[src/rtl/ltp_pkg.sv]
// Shared types and default parameters for the multi-channel level-to-pulse converter.
// The optional debounce filter is enabled by defining LTP_DEBOUNCE_EN.
package ltp_pkg;

    typedef enum logic [1:0] {
        LTP_OFF  = 2'b00,
        LTP_RISE = 2'b01,
        LTP_FALL = 2'b10,
        LTP_BOTH = 2'b11
    } edge_mode_e;

    localparam int LTP_N_CH_DEF        = 4;
    localparam int LTP_SYNC_STAGES_DEF = 2;
    localparam int LTP_PULSE_LEN_DEF   = 1;
    localparam int LTP_DB_CYCLES_DEF   = 4;

    function automatic logic mode_qualifies(edge_mode_e mode, logic rise, logic fall);
        logic q;
        unique case (mode)
            LTP_RISE: q = rise;
            LTP_FALL: q = fall;
            LTP_BOTH: q = rise | fall;
            default:  q = 1'b0;
        endcase
        return q;
    endfunction

endpackage

[src/rtl/ltp_channel.sv]
// One channel: synchroniser, optional debounce (LTP_DEBOUNCE_EN), edge detect,
// retriggerable pulse stretcher and sticky event flag.
module ltp_channel
    import ltp_pkg::*;
#(
    parameter int SYNC_STAGES = LTP_SYNC_STAGES_DEF,
    parameter int PULSE_LEN   = LTP_PULSE_LEN_DEF,
    parameter int DB_CYCLES   = LTP_DB_CYCLES_DEF
) (
    input  logic       clk,
    input  logic       rst,
    input  logic       level_i,
    input  edge_mode_e mode_i,
    input  logic       evt_clr_i,
    output logic       pulse_o,
    output logic       evt_flag_o
);

    localparam int CNT_W = $clog2(PULSE_LEN + 1);
    localparam logic [CNT_W-1:0] CNT_LOAD = CNT_W'(PULSE_LEN);

    logic [SYNC_STAGES-1:0] sync_q;
    logic                   sync;
    logic                   filt;
    logic                   prev_q;
    logic                   rise;
    logic                   fall;
    logic                   qualify;
    logic [CNT_W-1:0]       cnt_q;
    logic [CNT_W-1:0]       cnt_d;
    logic                   pulse_q;
    logic                   evt_q;
    logic                   evt_d;

    always_ff @(posedge clk or negedge rst) begin
        if (!rst) begin
            sync_q <= '0;
        end else begin
            sync_q <= {sync_q[SYNC_STAGES-2:0], level_i};
        end
    end

    assign sync = sync_q[SYNC_STAGES-1];

`ifdef LTP_DEBOUNCE_EN
    localparam int DBC_W = $clog2(DB_CYCLES);
    localparam logic [DBC_W-1:0] DBC_LAST = DBC_W'(DB_CYCLES - 1);

    logic [DBC_W-1:0] dbc_q;
    logic             filt_q;

    // filt only follows sync after DB_CYCLES consecutive disagreeing cycles.
    always_ff @(posedge clk or negedge rst) begin
        if (!rst) begin
            dbc_q  <= '0;
            filt_q <= 1'b0;
        end else if (sync == filt_q) begin
            dbc_q <= '0;
        end else if (dbc_q == DBC_LAST) begin
            filt_q <= sync;
            dbc_q  <= '0;
        end else begin
            dbc_q <= dbc_q + 1'b1;
        end
    end

    assign filt = filt_q;
`else
    assign filt = sync;
`endif

    assign rise    = filt & ~prev_q;
    assign fall    = ~filt & prev_q;
    assign qualify = mode_qualifies(mode_i, rise, fall);

    // A new edge reloads the full length, so overlapping pulses merge.
    always_comb begin
        cnt_d = cnt_q;
        if (qualify) begin
            cnt_d = CNT_LOAD;
        end else if (cnt_q != '0) begin
            cnt_d = cnt_q - 1'b1;
        end
    end

    assign evt_d = qualify | (evt_q & ~evt_clr_i);

    always_ff @(posedge clk or negedge rst) begin
        if (!rst) begin
            prev_q  <= 1'b0;
            cnt_q   <= '0;
            pulse_q <= 1'b0;
            evt_q   <= 1'b0;
        end else begin
            prev_q  <= filt;
            cnt_q   <= cnt_d;
            pulse_q <= (cnt_d != '0);
            evt_q   <= evt_d;
        end
    end

    assign pulse_o    = pulse_q;
    assign evt_flag_o = evt_q;

endmodule

[src/rtl/ltp_multi.sv]
// Multi-channel level-to-pulse converter: N_CH independent channels plus a pulse OR.
// Define LTP_DEBOUNCE_EN to add a per-channel debounce filter.
module ltp_multi
    import ltp_pkg::*;
#(
    parameter int N_CH        = LTP_N_CH_DEF,
    parameter int SYNC_STAGES = LTP_SYNC_STAGES_DEF,
    parameter int PULSE_LEN   = LTP_PULSE_LEN_DEF,
    parameter int DB_CYCLES   = LTP_DB_CYCLES_DEF
) (
    input  logic              clk,
    input  logic              rst,
    input  logic [N_CH-1:0]   level_in,
    input  logic [2*N_CH-1:0] edge_mode,
    input  logic [N_CH-1:0]   evt_clr,
    output logic [N_CH-1:0]   pulse_out,
    output logic              pulse_any,
    output logic [N_CH-1:0]   evt_flag
);

    genvar gi;
    generate
        for (gi = 0; gi < N_CH; gi++) begin : g_ch
            ltp_channel #(
                .SYNC_STAGES (SYNC_STAGES),
                .PULSE_LEN   (PULSE_LEN),
                .DB_CYCLES   (DB_CYCLES)
            ) u_ch (
                .clk        (clk),
                .rst        (rst),
                .level_i    (level_in[gi]),
                .mode_i     (edge_mode_e'(edge_mode[2*gi+1:2*gi])),
                .evt_clr_i  (evt_clr[gi]),
                .pulse_o    (pulse_out[gi]),
                .evt_flag_o (evt_flag[gi])
            );
        end
    endgenerate

    assign pulse_any = |pulse_out;

endmodule

[config.mk]
export PLATFORM = sky130hd
export DESIGN_NAME = ltp_multi
export DESIGN_NICKNAME = d
export VERILOG_FILES = /design/src/rtl/ltp_pkg.sv /design/src/rtl/ltp_channel.sv /design/src/rtl/ltp_multi.sv
export SDC_FILE = /design/constraint.sdc
export NUM_CORES = 1
export LEC_CHECK = 0
export ABC_CLOCK_PERIOD_IN_PS = 1700
export BUFFER_PORTS_ARGS = -buffer_cell sky130_fd_sc_hd__buf_2
export CORE_UTILIZATION = 52
export CTS_CLUSTER_DIAMETER = 150
export CTS_CLUSTER_SIZE = 28
export DETAILED_ROUTE_END_ITERATION = 16
export GPL_TIMING_DRIVEN = 0
export PLACE_DENSITY_LB_ADDON = 0.2
export SLEW_MARGIN = 30
export SYNTH_ARGS = -nofsm -noshare
export SYNTH_HDL_FRONTEND = slang
export SYNTH_SLANG_ARGS = --single-unit
export TNS_END_PERCENT = 100
[constraint.sdc]
create_clock -name clk -period 1.7 [get_ports clk]
set_clock_uncertainty 0.1 [all_clocks]
set_input_delay 0.085 -clock clk [delete_from_list [all_inputs] [get_ports clk]]
set_output_delay 0.085 -clock clk [all_outputs]
set_load 0.01 [all_outputs]
==> impl_metrics.json <==
{
  "drt-wirelength-per-cell_um": 9.90,
  "die_x_um": 42.4,
  "via_per_inst": 4.59,
  "grt_pass1_vias": 650,
  "ios": 27,
  "finalPower_uw": 959,
  "max-slew-margin-rel_pct": 72.2,
  "worst_pin_slew_ns": 0.417,
  "dr.pass1.iters": 2,
  "period_needed_ns": 1.50,
  "ir_drop_mv": 0.513,
  "grt_pass1_wl_um": 2420,
  "wirelength_um": 1340,
  "cts_buffer_depth": 2,
  "yosysSeqAreaShare_pct": 59.1,
  "vias": 620,
  "core_area_sq_um": 1510,
  "drv_cap": 0,
  "overflow": 0,
  "clkSlewWorstSetupHoldPaths_ns": 0.10,
  "cp-end-kind": "output pin",
  "antenna_left": 0,
  "rsz0062_at_grt": "no",
  "status": "finished clean",
  "grt_usage_pct": 18.1,
  "syn_nets": 98,
  "dp_hpwl_um": 835,
  "p_per_area_nw_per_um2": 797,
  "worstPathArrival_ns": 1.31,
  "rows": 14,
  "drt_iter0_drc": 6,
  "setup-violations-final": 0,
  "grt_start_max_net_pins": 21,
  "startpoint_type": "flop",
  "syn_area_sq_um": 847,
  "yosysUniqueCellTypes": 11,
  "antenna_found_initial": 0,
  "path_class": "flop to output pin",
  "num_antenna_cells": 0,
  "synth_cells": 72,
  "path_max_fanout": 2,
  "area_delta_synth_final_pct": 42.1,
  "required_ns": 1.51,
  "cts_max_level": 1,
  "final_common_cell": "buf_2",
  "clock-sinks": 20,
  "routabilityCongestion": 0.649,
  "final_cell_mix": "buf_2 (26), dfrtp_1 (20), dlygate4sd3_1 (17)",
  "route.detailed.drc": 0,
  "initial_core_util_pct": 56.2,
  "layout.nets": 146,
  "fmax_ghz": 0.667,
  "fp.dieH_um": 42.4,
  "insertion_delay_ns": 0.28,
  "dieArea_sq_um": 1790,
  "synth-seq-cells": 20,
  "cts_buffers": 3,
  "cts-root-buf": "clkbuf_4",
  "hold_viol": 0,
  "min_path_type": "input pin to async pin",
  "finalMaxSlewViolations": 0,
  "drive_gt1_share_pct": 31.9,
  "syn_avg_cell_area_sq_um": 11.8,
  "p_leak_uw": 0.000642,
  "io_buffers": 26,
  "cts_tree": "built",
  "finalSetupTns_ns": 0,
  "fin_crit_sh_pct": 88.2,
  "yosysWarnings": 0
}
path summary, 6_finish.rpt:
| kind | to | from | cells after the start | slack, ns |
|---|---|---|---|---|
| max | pulse_any | g_ch[1].u_ch.cnt_q | 2 | 0.20 |
| min in group clk | g_ch[1].u_ch.sync_q[1] | g_ch[1].u_ch.sync_q[0] | 0 | 0.26 |
| max in group asynchronous | g_ch[3].u_ch.prev_q | rst | 2 | 1.05 |
| min reg2reg | g_ch[1].u_ch.sync_q[1] | g_ch[1].u_ch.sync_q[0] | 0 | 0.26 |
| max reg2reg | g_ch[0].u_ch.evt_flag_o | g_ch[0].u_ch.sync_q[1] | 4 | 0.46 |
| min | g_ch[1].u_ch.evt_flag_o | rst | 2 | 0.16 |
metal layers:
| metal | vias to the layer above | part of all wire (%) | global-route usage [%] |
|---|---|---|---|
| met2 | 18 | 57 | 36.6 |
| met5 | - | 0 | 0 |
| li1 | 319 | - | - |
| met3 | 0 | 4.9 | 4.31 |
| met1 | 283 | 38 | 17.8 |
| met4 | 0 | 0 | 4.38 |
metrics by stage:
stage	area (sq um)	setup slack [ns]	util, %	cells	hold WS, ns
after global placement	997	0.502	66.2	114	-0.0591
after floorplan	847	0.549	-	72	-0.311
after global routing	1200	0.152	79.9	135	0.198
final	1200	0.201	79.9	135	0.157
after CTS	1200	0.188	79.9	135	0.161
after detailed placement	997	0.485	66.2	114	-0.0531
cells by family after synthesis:
logic type                 after synthesis  synth area share [%]
AOI/OAI and AO/OA                       12                  9.16
DFF                                     20                  59.1
buffers and inverters                   20                  12.4
and+or+nand+nor                         12                  7.53
adders and majority gates                8                  11.8
cell type report:
type	count	area (sq um)
Buffer	8	60.1
Inverter	12	45.0
Multi-Input combinational cell	32	241
Sequential cell	20	500
Fill cell	111	303
Timing Repair Buffer	43	300
Tap cell	16	20.0
Clock buffer	4	36.3
Yosys cell counts, drive strengths merged:
cell	count	area share, %
dfrtp	20	59
nor2b	6	4.4
o21ai	7	4.1
buf	8	7.1
inv	12	5.3
o221ai	4	4.1
nand2	5	2.2
or4	1	0.89
o211ai	1	0.89
ha	8	12
where the power goes:
part,switching (uW),total (uW),internal (uW)
clock,129,259,130
sequential,17.4,528,510
combinational,69.5,173,103
total,216,959,743
worst max-delay path, cell delays in order (launching register included):
cell and delay, ns:
dfrtp_1 0.38, or4_1 0.50, buf_2 0.15
registers in the layout, indices dropped and copies added, names as in the netlist:
signal and count:
g_ch.u_ch.evt_flag_o 4, g_ch.u_ch.prev_q 4, g_ch.u_ch.cnt_q 4, g_ch.u_ch.sync_q 8
what timing repair did:
action | in CTS | in global routing
gates resized for setup | 0 | 0
endpoints found under the hold margin | 32 | 0
hold buffers | 17 | 0
endpoints found under the setup margin | 0 | 0
buffers inserted | 0 | 0
Power figures use the tool's default switching activity.
